## src/rtl/pwmout_pkg.sv

```systemverilog
// Shared definitions for the multi-channel ESC PWM generator: mode encoding,
// microsecond-to-tick conversion and a constant-safe clog2.
package pwmout_pkg;

    typedef enum logic {
        MODE_STD   = 1'b0,
        MODE_OS125 = 1'b1
    } mode_e;

    function automatic int unsigned ticks(input int unsigned us, input int unsigned clk_hz);
        return us * (clk_hz / 1000000);
    endfunction

    function automatic int unsigned clog2_u(input int unsigned v);
        int unsigned r;
        r = 0;
        for (int unsigned i = 0; i < 32; i++) begin
            if ((64'(1) << i) < 64'(v)) r = i + 1;
        end
        return r;
    endfunction

endpackage

```

## src/rtl/pwmout_multi_if.sv

```systemverilog
// Control/output bundle between the DShot decoder side and the PWM generator.
interface pwmout_multi_if #(
    parameter int unsigned NUM_CH  = 4,
    parameter int unsigned SPEED_W = 8
);
    logic                        enable;
    logic                        mode;
    logic [NUM_CH*SPEED_W-1:0]   targetSpeed;
    logic [NUM_CH-1:0]           pwmPin;
    logic                        frameStart;

    modport master (
        output enable, mode, targetSpeed,
        input  pwmPin, frameStart
    );

    modport slave (
        input  enable, mode, targetSpeed,
        output pwmPin, frameStart
    );
endinterface

```

## src/rtl/pwm_channel.sv

```systemverilog
// One PWM output channel: width computation, optional slew register (PWMOUT_MULTI_SLEW_EN),
// compare against the shared frame position, registered pin.
module pwm_channel
    import pwmout_pkg::*;
#(
    parameter int unsigned CW      = 15,
    parameter int unsigned SPEED_W = 8,
    parameter int unsigned MIN_T   = 12000,
    parameter int unsigned MAX_T   = 24000
`ifdef PWMOUT_MULTI_SLEW_EN
    ,
    parameter int unsigned SLEW_STEP = 16
`endif
) (
    input  logic               clk,
    input  logic               rst,
    input  logic               enable,
    input  logic               start,
    input  logic [CW-1:0]      pos,
    input  mode_e              frame_mode,
    input  logic [SPEED_W-1:0] speed,
    output logic               pwm
);

    localparam int unsigned SPAN_T = MAX_T - MIN_T;
    localparam int unsigned PW     = SPEED_W + CW;

    logic [SPEED_W-1:0] spd;
    logic [PW-1:0]      prod;
    logic [CW-1:0]      w_new;
    logic [CW-1:0]      w_q;
    logic [CW-1:0]      w_cur;
    logic [CW-1:0]      w_eff;

`ifdef PWMOUT_MULTI_SLEW_EN
    localparam logic [SPEED_W:0] STEP_P = (SPEED_W+1)'(SLEW_STEP);

    logic [SPEED_W-1:0] act_q;
    logic [SPEED_W-1:0] act_nxt;

    always_comb begin
        act_nxt = speed;
        if (speed > act_q) begin
            if ({1'b0, speed - act_q} > STEP_P) act_nxt = act_q + SPEED_W'(SLEW_STEP);
        end else if ({1'b0, act_q - speed} > STEP_P) begin
            act_nxt = act_q - SPEED_W'(SLEW_STEP);
        end
    end

    always_ff @(posedge clk or posedge rst) begin
        if (rst)          act_q <= '0;
        else if (!enable) act_q <= '0;
        else if (start)   act_q <= act_nxt;
    end

    assign spd = act_nxt;
`else
    assign spd = speed;
`endif

    // Full-scale speed maps to MAX_T exactly; the shift alone would fall short.
    always_comb begin
        prod  = PW'(spd) * PW'(SPAN_T);
        w_new = (spd == '1) ? CW'(MAX_T) : CW'(MIN_T) + CW'(prod >> SPEED_W);
        w_cur = start ? w_new : w_q;
        w_eff = (frame_mode == MODE_OS125) ? (w_cur >> 3) : w_cur;
    end

    always_ff @(posedge clk or posedge rst) begin
        if (rst) begin
            w_q <= '0;
            pwm <= 1'b0;
        end else if (!enable) begin
            pwm <= 1'b0;
        end else begin
            if (start) w_q <= w_new;
            pwm <= (pos < w_eff);
        end
    end

endmodule

```

## src/rtl/pwmout_multi.sv

```systemverilog
// Multi-channel ESC PWM generator: shared frame counter, enable, frameStart and mode latch.
// Optional per-channel slew limiting under PWMOUT_MULTI_SLEW_EN.
module pwmout_multi
    import pwmout_pkg::*;
#(
    parameter int unsigned CLK_HZ   = 12000000,
    parameter int unsigned NUM_CH   = 4,
    parameter int unsigned SPEED_W  = 8,
    parameter int unsigned FRAME_US = 2500,
    parameter int unsigned MIN_US   = 1000,
    parameter int unsigned MAX_US   = 2000
`ifdef PWMOUT_MULTI_SLEW_EN
    ,
    parameter int unsigned SLEW_STEP = 16
`endif
) (
    input  logic           clk,
    input  logic           rst,
    pwmout_multi_if.slave  bus
);

    localparam int unsigned FRAME_T = ticks(FRAME_US, CLK_HZ);
    localparam int unsigned MIN_T   = ticks(MIN_US, CLK_HZ);
    localparam int unsigned MAX_T   = ticks(MAX_US, CLK_HZ);
    localparam int unsigned CW      = clog2_u(FRAME_T);

    if (MAX_US >= FRAME_US) begin : g_bad_cfg
        $error("pwmout_multi: MAX_US must be below FRAME_US");
    end

    logic              running;
    logic [CW-1:0]     cnt;
    logic [CW-1:0]     nxt;
    logic              start;
    logic              fs_q;
    mode_e             mode_q;
    mode_e             frame_mode;
    logic [NUM_CH-1:0] pwm;

    // nxt is the frame position the outputs will show after this edge; from idle it is 0.
    always_comb begin
        nxt = '0;
        if (running) nxt = (cnt == CW'(FRAME_T - 1)) ? '0 : cnt + CW'(1);
        start      = bus.enable && (nxt == '0);
        frame_mode = start ? mode_e'(bus.mode) : mode_q;
    end

    always_ff @(posedge clk or posedge rst) begin
        if (rst) begin
            running <= 1'b0;
            cnt     <= '0;
            fs_q    <= 1'b0;
            mode_q  <= MODE_STD;
        end else if (!bus.enable) begin
            running <= 1'b0;
            cnt     <= '0;
            fs_q    <= 1'b0;
        end else begin
            running <= 1'b1;
            cnt     <= nxt;
            fs_q    <= start;
            if (start) mode_q <= mode_e'(bus.mode);
        end
    end

    for (genvar i = 0; i < NUM_CH; i++) begin : g_ch
        pwm_channel #(
            .CW       (CW),
            .SPEED_W  (SPEED_W),
            .MIN_T    (MIN_T),
            .MAX_T    (MAX_T)
`ifdef PWMOUT_MULTI_SLEW_EN
            ,
            .SLEW_STEP(SLEW_STEP)
`endif
        ) u_ch (
            .clk       (clk),
            .rst       (rst),
            .enable    (bus.enable),
            .start     (start),
            .pos       (nxt),
            .frame_mode(frame_mode),
            .speed     (bus.targetSpeed[i*SPEED_W +: SPEED_W]),
            .pwm       (pwm[i])
        );
    end

    assign bus.pwmPin     = pwm;
    assign bus.frameStart = fs_q;

endmodule

```

## src/flat_wrapper.sv

```systemverilog
// flat-port wrapper written by rule: the top's interface ports become plain ports
module pwmout_multi_flat import pwmout_pkg::*;
#(
    parameter int unsigned CLK_HZ   = 12000000,
    parameter int unsigned NUM_CH   = 4,
    parameter int unsigned SPEED_W  = 8,
    parameter int unsigned FRAME_US = 2500,
    parameter int unsigned MIN_US   = 1000,
    parameter int unsigned MAX_US   = 2000

)
  (clk, rst, bus_enable, bus_mode, bus_targetSpeed, bus_pwmPin, bus_frameStart);
  pwmout_multi_if #(.NUM_CH(NUM_CH), .SPEED_W(SPEED_W)) bus_i ();
  input  logic clk;
  input  logic rst;
  input wire logic [$bits(bus_i.enable)-1:0] bus_enable;
  input wire logic [$bits(bus_i.mode)-1:0] bus_mode;
  input wire logic [$bits(bus_i.targetSpeed)-1:0] bus_targetSpeed;
  output wire logic [$bits(bus_i.pwmPin)-1:0] bus_pwmPin;
  output wire logic [$bits(bus_i.frameStart)-1:0] bus_frameStart;
  assign bus_i.enable = bus_enable;
  assign bus_i.mode = bus_mode;
  assign bus_i.targetSpeed = bus_targetSpeed;
  assign bus_pwmPin = bus_i.pwmPin;
  assign bus_frameStart = bus_i.frameStart;
  pwmout_multi #(.CLK_HZ(CLK_HZ), .NUM_CH(NUM_CH), .SPEED_W(SPEED_W), .FRAME_US(FRAME_US), .MIN_US(MIN_US), .MAX_US(MAX_US)) u_core (.clk(clk), .rst(rst), .bus(bus_i));
endmodule
```

## config.mk

```make
export PLATFORM = sky130hd
export DESIGN_NAME = pwmout_multi_flat
export DESIGN_NICKNAME = d
export VERILOG_FILES = /design/src/rtl/pwmout_pkg.sv /design/src/rtl/pwmout_multi_if.sv /design/src/rtl/pwm_channel.sv /design/src/rtl/pwmout_multi.sv /design/src/flat_wrapper.sv
export SDC_FILE = /design/constraint.sdc
export NUM_CORES = 1
export LEC_CHECK = 0
export ABC_AREA = 1
export CORE_MARGIN = 2
export CORE_UTILIZATION = 24
export DETAILED_ROUTE_END_ITERATION = 8
export PLACE_DENSITY = 0.5
export RECOVER_POWER = 100
export SLEW_MARGIN = 25
export SYNTH_ARGS = -nofsm -noshare
export SYNTH_HDL_FRONTEND = slang
export SYNTH_SLANG_ARGS = --single-unit
```

## constraint.sdc

```tcl
create_clock -name clk -period 5.78 [get_ports clk]
set_input_delay 0.867 -clock clk [delete_from_list [all_inputs] [get_ports clk]]
set_output_delay 0.867 -clock clk [all_outputs]
set_load 0.02 [all_outputs]
```

# After elaboration in Yosys (flattened, before gate mapping)
# Index checks and enable logic that the tools add are counted.
# Widths: inputs -> output; s select.
# totals
register_bits,82
latch_bits,0
ram_bits,0
romBits,0
in_bits,36
out_inout_bits,5
word_cells,54
n_memories,0
# classes
n_addsub,5
mul,4
div,0
order_cmp,4
n_eq_ne,5
n_shift,0
muxes,22
bitwise_logic,0
reduce_logical,2
# op_table
cell,count
$mux 15,15
$mul 8x9->17 const B,4
$add 14x14->15 const A,4
$lt 15x15->1,4
$eq 8x8->1 const B,4
$add 15x1->15 const B,1
$eq 15x15->1 const B,1
$logic_not 15->1,1
$mux 1,7
$logic_and 1x1->1,1

# Logic depth before layout (Yosys ltp)
# Gate-level depths: netlist (run 1).
# depth
depth_word,9
mapped_depth,35
mapped_depth_nobuf,35

# Hierarchy
# From an unflattened synthesis (run 1), not the netlist that was laid out.
# hier_totals
hier_cells,2044
area_unflattened_um2,14281.2
# modules_own_cells
module,n_inst,cells_each,area_each_um2,seq_area_each_um2
pwm_channel at u_core.g_ch[1].u_ch,1,472,3339.5,400.4
pwm_channel at u_core.g_ch[3].u_ch,1,461,3276.9,400.4
pwm_channel at u_core.g_ch[0].u_ch,1,468,3253.1,400.4
pwm_channel at u_core.g_ch[2].u_ch,1,456,3223.1,400.4
pwmout_multi,1,187,1188.6,450.4

# Least setup slack after synthesis (run 1)
# OpenSTA, ideal clock, no wires.
# synth_path
path_type,input -> register
from,input bus_targetSpeed[13]
to,register u_core.g_ch[1].u_ch.pwm
setup_ns,0.124
arrival_time_ns,5.909
required_ns,5.656
slack_ns,-0.253
path_stages,31
n_path_buf,0
cell_sequence,inv_1 fa_1 fa_1 inv_1 fa_1 inv_1 fa_1 inv_1 ha_1 a21oi_1 nand2_1 a21oi_1 o21ai_0 nand2_1 nand2_1 xnor2_1 nand2_1 nor2_1 nand2_1 nand2_1 nand2_1 nand3_1 nand2_1 nand2_1 nand2_1 ha_1 nand2_1 o21ai_0 a21oi_1 o211ai_1 a21oi_1
# synth_via
elab_chain_len,7
elab_cells_between_ends,8
cone_classes,add/sub (1); mul (1); order compare (1); eq/ne (1); mux (4)
# synth_lines
element,line_no,source
start: declaration,flat_wrapper.sv:18,input wire logic [$bits(bus_i.targetSpeed)-1:0] bus_targetSpeed;
$mul 8x9->17,pwm_channel.sv:63,prod = PW'(spd) * PW'(SPAN_T);
$add 14x14->15,pwm_channel.sv:64,w_new = (spd == '1) ? CW'(MAX_T) : CW'(MIN_T) + CW'(prod >> SPEED_W);
$mux 15 *,pwm_channel.sv:64,
$mux 15 *,n/a,
$mux 15 *,pwm_channel.sv:66,w_eff = (frame_mode == MODE_OS125) ? (w_cur >> 3) : w_cur;
$lt 15x15->1 *,pwm_channel.sv:77,pwm <= (pos < w_eff);
$mux 1 *,pwm_channel.sv:73,end else if (!enable) begin
end signal: assignment,pwm_channel.sv:77,
end: declaration,pwm_channel.sv:22,output logic pwm
# Every way passes the cells marked *; elsewhere a longest branch is shown, timed or not.
# A chain may end at the register's enable or synchronous reset.

# Worst setup path in the final report (run 1)
# layout_path
from,input bus_targetSpeed[28]
to,register u_core.g_ch[3].u_ch.pwm
# layout_via
elab_chain_len,7
elab_cells_between_ends,8
cone_classes,add/sub (1); mul (1); order compare (1); eq/ne (1); mux (4)
# layout_lines
element,line_no
$mul 8x9->17,pwm_channel.sv:63
$add 14x14->15,pwm_channel.sv:64
$mux 15 *,pwm_channel.sv:64
$mux 15 *,n/a
$mux 15 *,pwm_channel.sv:66
$lt 15x15->1 *,pwm_channel.sv:77
$mux 1 *,pwm_channel.sv:73
end signal: assignment,pwm_channel.sv:77
end: declaration,pwm_channel.sv:22
# Marked as above.

==> results of run 1 <==
[sequential cells by signal, summed over array words and instances (netlist names)]
name                   flops
u_core.g_ch.u_ch.w_q      60
u_core.cnt                15
u_core.g_ch.u_ch.pwm       4
u_core.bus.frameStart      1
u_core.mode_q              1
u_core.running             1
[where the power goes]
part	internal, uW	switching [uW]
Sequential	785	57.7
Clock	420	250
Combinational	4200	4240
[timing repair]
item,in CTS,in global routing
pin swaps,90,179
gates resized for setup,136,259
hold buffers,0,0
endpoints found under the setup margin,4,4
buffers inserted,15,19
[cells by family after synthesis]
group / Yosys count / share of synthesized area [%]
multiplexers: 7 / 0.570
adder cells (fa/ha/maj): 313 / 37.8
XOR/XNOR: 58 / 4.13
buffers and inverters: 391 / 12.3
AO/OA/AOI/OAI: 192 / 9.03
AND/OR/NAND/NOR: 554 / 19.4
flip-flops: 82 / 16.7
[critical path: cells and delay by family]
family	cells	cell delay, ps
and+or+nand+nor	6	440
buffers and inverters	10	1190
adders and majority gates	6	2310
AOI/OAI and AO/OA	5	570
xor gates and xnor gates	2	470
[stage by stage]
stage,total power [uW],instances,hold WS [ps]
after detailed placement,7560,2533,462
after CTS,8800,2563,477
final,9950,2582,473
after floorplan,4940,1597,438
after global placement,7500,2533,461
after global routing,11000,2582,491
[routing by layer]
layer	up-vias	wire length [um]	track usage [%]
met3	31	531	0.893
met2	110	15800	21.7
li1	5666	-	-
met5	-	0	0
met4	0	495	2.76
met1	5167	15200	16.0
[worst max-delay path by stage]
| stage | endpoint | startpoint | cells past startpoint |
|---|---|---|---|
| floorplan | u_core.g_ch[3].u_ch.pwm | bus_targetSpeed[31] | 29 |
| global placement | u_core.g_ch[2].u_ch.pwm | bus_targetSpeed[23] | 32 |
| detailed placement | u_core.g_ch[2].u_ch.pwm | bus_targetSpeed[23] | 32 |
| CTS | u_core.g_ch[2].u_ch.pwm | bus_targetSpeed[20] | 28 |
| global route | u_core.g_ch[3].u_ch.pwm | bus_targetSpeed[29] | 31 |
| finish | u_core.g_ch[3].u_ch.pwm | bus_targetSpeed[28] | 29 |
[cell usage after synthesis, types with 7 or more instances]
cell type                  number  share of area (%)
sky130_fd_sc_hd__a211oi_1       9               0.55
sky130_fd_sc_hd__a21oi_1       71                2.9
sky130_fd_sc_hd__buf_2         10               0.41
sky130_fd_sc_hd__clkbuf_1       8               0.24
sky130_fd_sc_hd__dfrtp_1       82                 17
sky130_fd_sc_hd__fa_1          98                 16
sky130_fd_sc_hd__ha_1         215                 22
sky130_fd_sc_hd__inv_1        352                 11
sky130_fd_sc_hd__inv_2         11               0.34
sky130_fd_sc_hd__mux2i_1        7               0.57
sky130_fd_sc_hd__nand2_1      339                 10
sky130_fd_sc_hd__nand3_1       80                3.3
sky130_fd_sc_hd__nand4_1       22                1.1
sky130_fd_sc_hd__nor2_1        69                2.1
sky130_fd_sc_hd__nor3_1        12               0.49
sky130_fd_sc_hd__o21ai_0       43                1.8
sky130_fd_sc_hd__o21ai_1       25                1.0
sky130_fd_sc_hd__o22ai_1        8               0.41
sky130_fd_sc_hd__or2_2          8               0.41
sky130_fd_sc_hd__xnor2_1       23                1.6
sky130_fd_sc_hd__xor2_1        35                2.5
[area by class of cell]
type,instances,share of cell area (%)
Clock buffer,10,1.34
Clock inverter,5,0.606
Inverter,366,8.10
Multi-Input combinational cell,1124,58.2
Sequential cell,82,12.0
Tap cell,672,4.91
Timing Repair Buffer,323,14.8
==> reports/results.env, run 1 <==
FLOORPLAN.INITIALDENSITY_PCT=24.4
CTS_HTREE_LEVELS=3
ROWS=82
ANTENNA_CELLS=0
PERIOD_MINUS_SLACK_PS=5590
SYN_AREA_UM2=12300
GRT_PASS1_WL_MM=53.9
SYN-INSTANCE-COUNT=1597
PATH_CLK_SLEW_PS=70
GRT_START_MAX_NET_PINS=59
DRC_ERRORS=0
WORST_CLOCK_SKEW_PS=9.10
YOSYS_WARNINGS=0
SEQ_AREA_FRAC_SYNTH_PCT=16.7
FINAL_DESIGN_AREA_NO_FILL_UM2=17100
WL_PER_CELL_UM=12.4
CP.REQUIRED_PS=6020
MAPPEDNETLISTNETS=1946
LAYOUT-DRIVE-GT1-SHARE_PCT=31.0
GRT_UTIL_ALL_LAYERS_PCT=12.2
CLOCK_TREE.BUFFER_DEPTH=2
MAX_CLOCK_FREQ_GHz=0.179
TIMING.CRITICAL_PATH.SLOWEST_STAGE_CELL='sky130_fd_sc_hd__fa_1'
WHS_PATH_DEPTH=2
CRITICAL_PATH_ENDPOINT_CATEGORY='flip-flop'
ANTENNA_FOUND_INITIAL=1
HOLD_PATH.STARTPOINT='u_core.g_ch[1].u_ch.w_q[0]'
FINAL_MIN_PERIOD_OVER_CLOCK_PERIOD_PCT=96.8
AVGSYNTHCELLAREA_UM2=7.70
GPL.FINAL_WEIGHTED_CONGESTION=0.830
LAYOUT.CELLS.MOST_COMMON='sky130_fd_sc_hd__inv_1'
FAILING_CHECKS='capacitance limit, slew limit'
DR_TOTAL_VIAS=11000
YS_DOMINANT_REG_CELL='sky130_fd_sc_hd__dfrtp_1'
FIRST_GLOBAL_VIAS=11400
DP_SLACK_PS=-1150
FIN_SETUP_TNS_PS=0
DETAILED_ROUTE_WL_MM=32.0
HOLD_VIOL=0
LAYOUT-AREA-OVERHEAD-VS-SYNTH_PCT=39.4
ANT_NETS=0
SYNTH_ENABLE_FLOP_CELLS=0
DIE_H_UM=230
MAX_STAGE_DELAY_PS=530
CTS_TREE='done'
CRITPATHLAUNCHTYPE='input port'
OUTCOME='complete, but fails checks'
AREA_OF_THE_CORE_UM2=50400
TIMING_WORST_SETUP_PATH_TYPE='input port to flip-flop'
WORST_PIN_SLEW_PS=2380
DETAIL_ROUTE.FIRST_PASS.ITERATIONS=4
SLEW_VIOL_FINAL=85
FINAL-SETUP-VIOL-COUNT=0
DRT_ITER0_MARKERS=349
PLACE.DETAILED.HPWL_MM=25.4
CTS_BUFFERS=9
GLOBAL_ROUTE.OVERFLOW_TOTAL=0
FINAL.SETUP.WORST_SLACK_PS=185
CTS_SINKS=82
LEAKAGE_POWER_uW=0.00907
NUM-NETS-FINAL=2255
FF2FF_PATH_DEPTH=22
CAP_VIOLATIONS=2
LAYOUT_COMMON_CELLS='sky130_fd_sc_hd__inv_1 (318), sky130_fd_sc_hd__nand2_1 (289), sky130_fd_sc_hd__buf_4 (271)'
REG_TO_REG_SETUP_TIMING_SLACK_PS=1000
SEQUENTIAL_CELL_AREA_UM2=2050
PEAKVDDDROP_uV=319
NUMBER_OF_PORTS_PLACED_ON_THE_DIE_BOUNDARY=41
ROUTED_VIA_DENSITY=4.25
DIE-AREA_UM2=53000
POWER_DENSITY_nW_PER_UM2=581
FILLERS=5260
WORSTSKEWPAIRLATENCY_PS=350
CTSROOTBUFFERMASTER='sky130_fd_sc_hd__clkbuf_16'
POST-ROUTE-UTIL_PCT=34.0
MULTI_INPUT_AREA_UM2=9980
YOSYS_REGISTER_BITS=82
PORT-BUFFER-COUNT=40
SETUP_REPAIR_AFTER_GLOBAL_ROUTING_MISSED_ITS_MARGIN='true'
SYNTH.DISTINCT_CELLS=51
CRITICAL_PATH.REG2REG.STARTPOINT='u_core.cnt[0]'
DIE_X_UM=230
DPL_CELL_AREA_UM2=15300
MAX_SLEW_MARGIN_VS_LIMIT_PCT=-58.7
TIMING.HOLD.WORST_ENDPOINT='u_core.g_ch[1].u_ch.w_q[0]'
TIMING.RR.END='u_core.g_ch[2].u_ch.pwm'
ASYNC_FLOP_SHARE_PCT=100
WORST_HOLD_PATH_TYPE='flip-flop to flip-flop'
CRIT_FANOUT=4
WORSTPATHARRIVAL_PS=5830
(Power assumes the default switching activity.)
==> inputs of run 2 (changes only) <==
SKIP_CTS_REPAIR_TIMING = 1   (was unset)
TNS_END_PERCENT = 30   (was unset)
==> reports/results.env, run 2 (synthesis gave the netlist of run 1 again) <==
OUTCOME='complete, but fails checks'  # unchanged
FAILING_CHECKS='capacitance limit, slew limit'  # unchanged
DIE_X_UM=230  # unchanged
PLACE.DETAILED.HPWL_MM=25.2  # was 25.4 mm
CTS_HTREE_LEVELS=3  # unchanged
WHS_PATH_DEPTH=2  # unchanged
DP_SLACK_PS=-1120  # was -1150 ps
PEAKVDDDROP_uV=266  # was 319 uV
FILLERS=5285  # was 5260
PERIOD_MINUS_SLACK_PS=5660  # was 5590 ps
CTS_BUFFERS=9  # unchanged
CP.REQUIRED_PS=6060  # was 6020 ps
DIE_H_UM=230  # unchanged
CRITICAL_PATH_ENDPOINT_CATEGORY='flip-flop'  # unchanged
AREA_OF_THE_CORE_UM2=50400  # unchanged
HOLD_VIOL=0  # unchanged
LAYOUT.CELLS.MOST_COMMON='sky130_fd_sc_hd__nand2_1'  # was sky130_fd_sc_hd__inv_1
CRIT_FANOUT=4  # unchanged
PATH_CLK_SLEW_PS=70  # about the same
WORST_CLOCK_SKEW_PS=13.7  # was 9.10 ps
LAYOUT-AREA-OVERHEAD-VS-SYNTH_PCT=36.4  # was 39.4%
NUMBER_OF_PORTS_PLACED_ON_THE_DIE_BOUNDARY=41  # unchanged
LAYOUT-DRIVE-GT1-SHARE_PCT=28.5  # was 31.0%
MAX_STAGE_DELAY_PS=510  # was 530 ps
MAX_CLOCK_FREQ_GHz=0.177  # was 0.179 GHz
WORSTSKEWPAIRLATENCY_PS=350  # about the same
PORT-BUFFER-COUNT=40  # unchanged
WORST_PIN_SLEW_PS=2560  # was 2380 ps
CTS_TREE='done'  # unchanged
CP.BUFFERS_INVERTERS=6  # was 10
GRT_PASS1_WL_MM=52.5  # was 53.9 mm
CAP_VIOLATIONS=2  # unchanged
CP_COMMON_CELL='sky130_fd_sc_hd__nand2_1'
CTS_SINKS=82  # unchanged
ROWS=82  # unchanged
ROUTED_VIA_DENSITY=4.21  # was 4.25
DIE-AREA_UM2=53000  # unchanged
LARGEST_REG_FLOPS=60  # unchanged
SETUP_REPAIR_AFTER_GLOBAL_ROUTING_MISSED_ITS_MARGIN='true'  # unchanged
GPL.FINAL_WEIGHTED_CONGESTION=0.845  # was 0.830
REGMOSTFLOPS='u_core.g_ch.u_ch.w_q'  # unchanged
REG_TOP3='u_core.g_ch.u_ch.w_q (60), u_core.cnt (15), u_core.g_ch.u_ch.pwm (4)'  # unchanged
TOTAL_POWER_uW=9360  # was 9950 uW
CRITPATHLAUNCHTYPE='input port'  # unchanged
DETAIL_ROUTE.FIRST_PASS.ITERATIONS=5  # was 4
ANTENNA_FOUND_INITIAL=0  # was 1
INSTANCES_NO_FILL=2568  # was 2582
NUM-NETS-FINAL=2240  # was 2255
DR_TOTAL_VIAS=10800  # was 11000
FLOORPLAN.INITIALDENSITY_PCT=24.4  # unchanged
LEAKAGE_POWER_uW=0.00895  # was 0.00907 uW
GRT_START_MAX_NET_PINS=54  # was 59
MAX_SLEW_MARGIN_VS_LIMIT_PCT=-71.4  # was -58.7%
GRT_UTIL_ALL_LAYERS_PCT=11.9  # was 12.2%
FIRST_GLOBAL_VIAS=11200  # was 11400
LAYOUT_COMMON_CELLS='sky130_fd_sc_hd__nand2_1 (311), sky130_fd_sc_hd__inv_1 (310), sky130_fd_sc_hd__buf_4 (253)'  # was sky130_fd_sc_hd__inv_1 (318), sky130_fd_sc_hd__nand2_1 (289), sky130_fd_sc_hd__buf_4 (271)
ANTENNA_CELLS=0  # unchanged
TIMING.CRITICAL_PATH.SLOWEST_STAGE_CELL='sky130_fd_sc_hd__fa_1'  # unchanged
WORST_HOLD_PATH_TYPE='flip-flop to flip-flop'  # unchanged
DRT_ITER0_MARKERS=377  # was 349
FINAL.SETUP.WORST_SLACK_PS=124  # was 185 ps
ANT_NETS=0  # unchanged
FF2FF_PATH_DEPTH=22  # unchanged
DETAILED_ROUTE_WL_MM=31.5  # was 32.0 mm
FINAL_MIN_PERIOD_OVER_CLOCK_PERIOD_PCT=97.9  # was 96.8%
TIMING_WORST_SETUP_PATH_TYPE='input port to flip-flop'  # unchanged
GLOBAL_ROUTE.OVERFLOW_TOTAL=0  # unchanged
WHS_PS=469  # was 473 ps
DP_CELLS=2527  # was 2533
WORSTSETUPPATHDEPTH=33  # was 29
SLEW_VIOL_FINAL=85  # unchanged
CTSROOTBUFFERMASTER='sky130_fd_sc_hd__clkbuf_16'  # unchanged
POST-ROUTE-UTIL_PCT=33.3  # was 34.0%
CLOCK_TREE.BUFFER_DEPTH=2  # unchanged
DRC_ERRORS=0  # unchanged
PATH_DELAY_FAMILY='adder cells'  # unchanged
WL_PER_CELL_UM=12.2  # was 12.4 um
WORSTPATHARRIVAL_PS=5930  # was 5830 ps
POWER_DENSITY_nW_PER_UM2=558  # was 581 nW/um^2
FINAL-SETUP-VIOL-COUNT=0  # unchanged
## run 2: worst paths after layout
| path | startpoint | endpoint | slack [ps] |
|---|---|---|---|
| worst min-delay path | u_core.g_ch[2].u_ch.w_q[0] | u_core.g_ch[2].u_ch.w_q[0] | 470 |
| worst max-delay path | bus_targetSpeed[22] | u_core.g_ch[2].u_ch.pwm | 120 |
| max in group asynchronous | rst | u_core.g_ch[0].u_ch.w_q[12] | 1710 |
| worst max register to register | u_core.cnt[0] | u_core.g_ch[1].u_ch.pwm | 970 |
| min in group asynchronous | rst | u_core.g_ch[0].u_ch.w_q[6] | 1690 |
| worst min register to register | u_core.g_ch[2].u_ch.w_q[0] | u_core.g_ch[2].u_ch.w_q[0] | 470 |
## run 2: area by class of cell
class                      instances  area [um^2]  area share (%)
multi-input combinational       1124         9780            58.3
clock inverter                     6         47.5           0.283
inverter                         366         1390            8.26
tap                              672          841            5.01
timing repair buffer             308         2430            14.5
sequential                        82         2050            12.2
clock buffer                      10          239            1.42
## run 2: per-layer routing
layer | share of wire, % | global-route usage, % | wire, um | vias up
met1 | 46 | 15.5 | 14600 | 5061
met4 | 1.7 | 2.90 | 548 | 0
met2 | 50 | 21.1 | 15700 | 88
met3 | 1.8 | 1.10 | 574 | 28
li1 | - | - | - | 5624
met5 | 0 | 0 | 0 | -
## run 2: where the power goes
group / switching, uW / internal [uW] / total [uW] / leakage (uW)
Combinational: 4010 / 3940 / 7940 / 0.00780
Sequential: 54.2 / 785 / 839 / 0.00100
Clock: 264 / 309 / 573 / 0.000145
Total: 4320 / 5030 / 9360 / 0.00895
## run 2: through the flow
step / cell area [um^2] / TNS (ps)
6_report: 16800 / 0
5_1_grt: 16800 / -635
3_3_place_gp: 15300 / -4620
4_1_cts: 15500 / -2860
3_5_place_dp: 15300 / -5240
2_1_floorplan: 12300 / -144
## run 2: worst min-delay path: stages, from the launching register on
cell and delay (ps):
sky130_fd_sc_hd__dfrtp_1 320, sky130_fd_sc_hd__nand2_1 50, sky130_fd_sc_hd__nand2_1 60
